[src/rtl/vga_timing_gen.sv]
// Parametrised VGA raster generator: (x, y) pixel requests, latency-matched sync/blank/RGB pins.
// Defining VGA_TEST_PATTERN_EN adds a test_mode input selecting an internal 8-bar colour pattern.
module vga_timing_gen #(
    parameter int unsigned H_ACTIVE = 640,
    parameter int unsigned H_FP     = 16,
    parameter int unsigned H_SYNC   = 96,
    parameter int unsigned H_BP     = 48,
    parameter int unsigned V_ACTIVE = 480,
    parameter int unsigned V_FP     = 10,
    parameter int unsigned V_SYNC   = 2,
    parameter int unsigned V_BP     = 33,
    parameter bit          H_POL    = 1'b0,
    parameter bit          V_POL    = 1'b0,
    parameter int unsigned PIX_LAT  = 1,
    parameter int unsigned COLOR_W  = 8
) (
    input  logic                                              clk,
    input  logic                                              reset,
    input  logic                                              pix_en,
    input  logic [COLOR_W-1:0]                                pix_r,
    input  logic [COLOR_W-1:0]                                pix_g,
    input  logic [COLOR_W-1:0]                                pix_b,
`ifdef VGA_TEST_PATTERN_EN
    input  logic                                              test_mode,
`endif
    output logic [$clog2(H_ACTIVE+H_FP+H_SYNC+H_BP)-1:0]     x,
    output logic [$clog2(V_ACTIVE+V_FP+V_SYNC+V_BP)-1:0]     y,
    output logic                                              req,
    output logic                                              frame_start,
    output logic                                              h_sync,
    output logic                                              v_sync,
    output logic                                              blank_n,
    output logic                                              sync_n,
    output logic [COLOR_W-1:0]                                red,
    output logic [COLOR_W-1:0]                                green,
    output logic [COLOR_W-1:0]                                blue
);

    localparam int unsigned H_TOTAL = H_ACTIVE + H_FP + H_SYNC + H_BP;
    localparam int unsigned V_TOTAL = V_ACTIVE + V_FP + V_SYNC + V_BP;
    localparam int unsigned HW      = $clog2(H_TOTAL);
    localparam int unsigned VW      = $clog2(V_TOTAL);

    localparam logic [HW-1:0] H_LAST    = HW'(H_TOTAL - 1);
    localparam logic [HW-1:0] H_ACT_END = HW'(H_ACTIVE);
    localparam logic [HW-1:0] HS_BEGIN  = HW'(H_ACTIVE + H_FP);
    localparam logic [HW-1:0] HS_END    = HW'(H_ACTIVE + H_FP + H_SYNC - 1);
    localparam logic [VW-1:0] V_LAST    = VW'(V_TOTAL - 1);
    localparam logic [VW-1:0] V_ACT_END = VW'(V_ACTIVE);
    localparam logic [VW-1:0] VS_BEGIN  = VW'(V_ACTIVE + V_FP);
    localparam logic [VW-1:0] VS_END    = VW'(V_ACTIVE + V_FP + V_SYNC - 1);

    localparam logic HS_OFF = ~H_POL;
    localparam logic VS_OFF = ~V_POL;

`ifdef VGA_TEST_PATTERN_EN
    localparam int unsigned DW = 7;
`else
    localparam int unsigned DW = 4;
`endif

    logic [HW-1:0] h_cnt;
    logic [VW-1:0] v_cnt;

    always_ff @(posedge clk) begin
        if (reset) begin
            h_cnt <= '0;
            v_cnt <= '0;
        end else if (pix_en) begin
            if (h_cnt == H_LAST) begin
                h_cnt <= '0;
                v_cnt <= (v_cnt == V_LAST) ? '0 : v_cnt + 1'b1;
            end else begin
                h_cnt <= h_cnt + 1'b1;
            end
        end
    end

    logic h_act, v_act, hs_dec, vs_dec, first;
    logic [DW-1:0] dec;
    logic [DW-1:0] tap;

    assign h_act  = h_cnt < H_ACT_END;
    assign v_act  = v_cnt < V_ACT_END;
    assign hs_dec = (h_cnt >= HS_BEGIN) && (h_cnt <= HS_END);
    assign vs_dec = (v_cnt >= VS_BEGIN) && (v_cnt <= VS_END);
    assign first  = (h_cnt == '0) && (v_cnt == '0);

    assign x       = h_cnt;
    assign y       = v_cnt;
    assign req     = pix_en & h_act & v_act;
    assign sync_n  = 1'b0;

`ifdef VGA_TEST_PATTERN_EN
    localparam int unsigned BAR_W = (H_ACTIVE >= 8) ? H_ACTIVE / 8 : 1;

    logic [HW-1:0] bar_idx;
    logic [2:0]    bar_rgb;

    assign bar_idx = h_cnt / HW'(BAR_W);

    // {r, g, b} masks: white, yellow, cyan, green, magenta, red, blue, black
    always_comb begin
        bar_rgb = 3'b000;
        case (bar_idx)
            HW'(0):  bar_rgb = 3'b111;
            HW'(1):  bar_rgb = 3'b110;
            HW'(2):  bar_rgb = 3'b011;
            HW'(3):  bar_rgb = 3'b010;
            HW'(4):  bar_rgb = 3'b101;
            HW'(5):  bar_rgb = 3'b100;
            HW'(6):  bar_rgb = 3'b001;
            default: bar_rgb = 3'b000;
        endcase
    end

    assign dec = {bar_rgb, first, vs_dec, hs_dec, h_act & v_act};
`else
    assign dec = {first, vs_dec, hs_dec, h_act & v_act};
`endif

    // Delay the decode so it meets the source's RGB for the same request at the output register.
    if (PIX_LAT == 0) begin : g_no_dly
        assign tap = dec;
    end else begin : g_dly
        logic [DW-1:0] pipe_q [PIX_LAT];

        always_ff @(posedge clk) begin
            if (reset) begin
                for (int i = 0; i < PIX_LAT; i++) begin
                    pipe_q[i] <= '0;
                end
            end else if (pix_en) begin
                pipe_q[0] <= dec;
                for (int i = 1; i < PIX_LAT; i++) begin
                    pipe_q[i] <= pipe_q[i-1];
                end
            end
        end

        assign tap = pipe_q[PIX_LAT-1];
    end

    always_ff @(posedge clk) begin
        if (reset) begin
            h_sync      <= HS_OFF;
            v_sync      <= VS_OFF;
            blank_n     <= 1'b0;
            frame_start <= 1'b0;
            red         <= '0;
            green       <= '0;
            blue        <= '0;
        end else begin
            frame_start <= pix_en & tap[3];
            if (pix_en) begin
                h_sync  <= tap[1] ? ~HS_OFF : HS_OFF;
                v_sync  <= tap[2] ? ~VS_OFF : VS_OFF;
                blank_n <= tap[0];
                if (tap[0]) begin
`ifdef VGA_TEST_PATTERN_EN
                    if (test_mode) begin
                        red   <= {COLOR_W{tap[6]}};
                        green <= {COLOR_W{tap[5]}};
                        blue  <= {COLOR_W{tap[4]}};
                    end else begin
                        red   <= pix_r;
                        green <= pix_g;
                        blue  <= pix_b;
                    end
`else
                    red   <= pix_r;
                    green <= pix_g;
                    blue  <= pix_b;
`endif
                end else begin
                    red   <= '0;
                    green <= '0;
                    blue  <= '0;
                end
            end
        end
    end

endmodule
[config.mk]
export PLATFORM = sky130hd
export DESIGN_NAME = vga_timing_gen
export DESIGN_NICKNAME = d
export VERILOG_FILES = /design/src/rtl/vga_timing_gen.sv
export SDC_FILE = /design/constraint.sdc
export NUM_CORES = 1
export LEC_CHECK = 0
export ABC_CLOCK_PERIOD_IN_PS = 4670
export CORE_ASPECT_RATIO = 0.5
export CORE_UTILIZATION = 47
export CTS_CLUSTER_SIZE = 40
export DETAILED_ROUTE_END_ITERATION = 10
export PLACE_DENSITY = 0.84
export SLEW_MARGIN = 20
export SYNTH_ARGS = -nofsm -noshare
export SYNTH_HDL_FRONTEND = slang
export SYNTH_SLANG_ARGS = --single-unit
[constraint.sdc]
create_clock -name clk -period 4.67 [get_ports clk]
set_input_delay 0.7005 -clock clk [delete_from_list [all_inputs] [get_ports clk]]
set_output_delay 0.7005 -clock clk [all_outputs]
set_load 0.005 [all_outputs]
==> flow_metrics.env <==
export IMPL_status="completed"
export IMPL_cts_resized=0
export IMPL_min_delay_path_depth=1
export IMPL_yosysTopAreaCellShare_pct=45.20
export IMPL_clock_tree_htree_level_count=2
export IMPL_global_route_wire_length_before_repair_um=8645
export IMPL_syn_cell_area_um2=2126
export IMPL_max_clock_freq_mhz=342.1
export IMPL_filler_cells=319
export IMPL_yosysWarningCount=0
export IMPL_cpMostUsedCell="sky130_fd_sc_hd__clkdlybuf4s50_1"
export IMPL_commonest_cells_after_routing_fill_and_taps_aside="sky130_fd_sc_hd__clkdlybuf4s50_1 (75), sky130_fd_sc_hd__dfxtp_1 (48), sky130_fd_sc_hd__a22o_1 (25)"
export IMPL_postCtsHoldBufs=0
export IMPL_asyncSetResetFlopFracSynth_pct=0
export IMPL_tritoncts="built"
export IMPL_hold_viol=0
export IMPL_drt_antenna_violating_nets=0
export IMPL_criticalPathCategory="in -> out"
export IMPL_worst_setup_path_end_kind="primary output"
export IMPL_worst_path_max_fanout=12
export IMPL_hpwl_um=3616
export IMPL_final_common_cell="sky130_fd_sc_hd__clkdlybuf4s50_1"
export IMPL_grt_pass1_vias=1805
export IMPL_detail_route_first_pass_iterations=4
export IMPL_cts_buffers=5
export IMPL_drc_errors=0
export IMPL_critPathSlowestCell="sky130_fd_sc_hd__clkdlybuf4s50_1"
export IMPL_drt_iter0_markers=76
export IMPL_cell_breakdown_of_the_critical_path="clkdlybuf4s50_1 -> and4b_1 -> clkdlybuf4s50_1"
export IMPL_startpoint="pix_en"
export IMPL_chipHeight_um=49.56
export IMPL_die_x_um=97.11
export IMPL_root_buffer="sky130_fd_sc_hd__clkbuf_8"
export IMPL_nNetsFinal=317
export IMPL_grt_overflow_total=0
export IMPL_maxCapViolCount=0
export IMPL_grt_setup_unrepaired="no"
export IMPL_hold_slack_ns=0.4662
export IMPL_netlist_top_cell_by_area="sky130_fd_sc_hd__dfxtp_1"
export IMPL_number_of_flops_mapped_to_enable_cells_by_yosys=4
export IMPL_synthFlopType="sky130_fd_sc_hd__dfxtp_1"
export IMPL_cts_setup_buffers=0
export IMPL_rrSetupSlack_ns=2.53
export IMPL_final_max_slew_violation_count=0
export IMPL_cp_data_required_time_ns=3.97
export IMPL_routedWlPerCell_um=15.31
export IMPL_regToRegStartpoint="x[1]"
export IMPL_die_area_um2=4812
export IMPL_ys_types=40
export IMPL_synth_area_leaders="sky130_fd_sc_hd__dfxtp_1 (45%), sky130_fd_sc_hd__a22o_1 (10%), sky130_fd_sc_hd__edfxtp_1 (5.7%)"
export IMPL_postRouteWirelength_um=5206
export IMPL_clock_sinks=52
export IMPL_slew_limit_headroom_pct=46.33
export IMPL_post_drt_via_cell_ratio=5.612
export IMPL_n_antenna_cell=0
export IMPL_worst_vdd_drop_mv=0.1520
export IMPL_core_um2=4104
export IMPL_synthesis_nets=245
export IMPL_globalplace_congestion=0.8535
export IMPL_crit_arrival_ns=2.22
export IMPL_portBuffers=75
export IMPL_groute_usage_overall_pct=22.56
export IMPL_maximum_number_of_pins_on_one_net_before_global_route_repair=29
export IMPL_power_static_leakage_uw=0.001047
export IMPL_vias=1908
export IMPL_power_per_cell_area_nw_per_um2=264.4
export IMPL_num_rows=16
export IMPL_post_synth_cell_area_avg_um2=9.934
export IMPL_layout_drive_gt1_share_pct=4.545
export IMPL_floorplan_initialDensity_pct=51.80
export IMPL_setup_viol_count_final=0
export IMPL_clk_pin_slew_worst_paths_ns=0.08
export IMPL_postSynthCellCount=214
export IMPL_clkLatencyLatePin_ns=0.30
export IMPL_finalSetupTns_ns=0
export IMPL_critical_path_max_stage_delay_ns=0.75
export IMPL_critical_path_startpoint_type="input port"
export IMPL_synth_sequential_area_ratio_pct=50.85
export IMPL_grt_antenna_before_repair=0
export IMPL_final_skew_ns=0.004871
export IMPL_hp_start="blank_n"
export IMPL_hold_class="reg -> reg"
export IMPL_max_slew_worst_pin_slew_ns=0.7984
export IMPL_period_share_pct=62.59
export IMPL_clock_path_buffers=2
export IMPL_io_pin_count=77
export IMPL_area_growth_pct=39.96
export IMPL_path_depth_of_the_worst_reg2reg_path=5
export IMPL_post_layout_min_period_ns=2.923
export IMPL_ys_seq_elements=52
==> routing by layer <==
metal  routed length [um]  up-vias  GRT usage [%]
li1                     -      918              -
met3                  369        7          5.106
met4                   37        0          8.458
met5                    0        -              0
met1                 2326      908          29.21
met2                 2472       75          37.21
==> sequential cells by signal, indices dropped and copies added (netlist names) <==
signal	cells
x	10
y	10
blue	8
green	8
red	8
g_dly.pipe_q	4
blank_n	1
frame_start	1
h_sync	1
v_sync	1
==> critical path, delay by kind of cell <==
family,cells,cell delay [ns]
buffers and inverters,2,1.25
AND/OR/NAND/NOR,1,0.27
==> synth_stat cells, drive strengths merged (6+ instances only) <==
master and n:
nor3 10, nand3 9, a21oi 10, dfxtp 48, nor2 10, nand2 14, inv 9, o21ai 9
buf 6, a22o 25, clkbuf 6
==> kinds of logic (layout without fill, tap and decap cells) <==
logic type               count (synthesis)  after routing  synth area share [%]
buffers and inverters                   21             93                 4.590
AO/OA/AOI/OAI                           50             50                 16.95
multiplexers                             1              1                0.5297
other                                    1              1                0.1764
flip-flops                              52             52                 50.85
XOR/XNOR                                 9              9                 3.708
adder cells (fa/ha/maj)                  4              4                 2.354
AND/OR/NAND/NOR                         76             76                 20.84
==> power breakdown <==
group          leakage [uW]  switching (uW)  total [uW]  internal, uW
Clock             0.0000410             141         243           102
Sequential         0.000433            7.14         468           461
Combinational      0.000573            27.6        75.6          48.0
Total               0.00105             175         787           611
==> worst paths after layout <==
check	end
max	req
min	blank_n
max reg2reg	y[8]
min reg2reg	blank_n
==> per-stage QoR <==
stage | cell area [um^2] | setup slack, ns | power (uW) | cells | util [%]
after detailed placement | 2898 | 1.769 | 554.1 | 333 | 70.61
after global routing | 2975 | 1.685 | 821.7 | 340 | 72.50
after CTS | 2975 | 1.771 | 790.3 | 340 | 72.50
final | 2975 | 1.747 | 786.7 | 340 | 72.50
after global placement | 2898 | 1.794 | 551.4 | 333 | 70.61
after floorplan | 2126 | 2.746 | 503.3 | 214 | -
==> area by class of cell <==
type | instances | area, um^2 | area share (%)
clock buffer | 6 | 72.57 | 2.439
clock inverter | 1 | 5.005 | 0.1682
inverter | 9 | 33.78 | 1.135
multi-input combinational | 141 | 949.7 | 31.92
sequential | 52 | 1081 | 36.33
tap | 54 | 67.56 | 2.271
timing repair buffer | 77 | 765.7 | 25.74
Note: power is estimated with default switching activity, not from simulation.
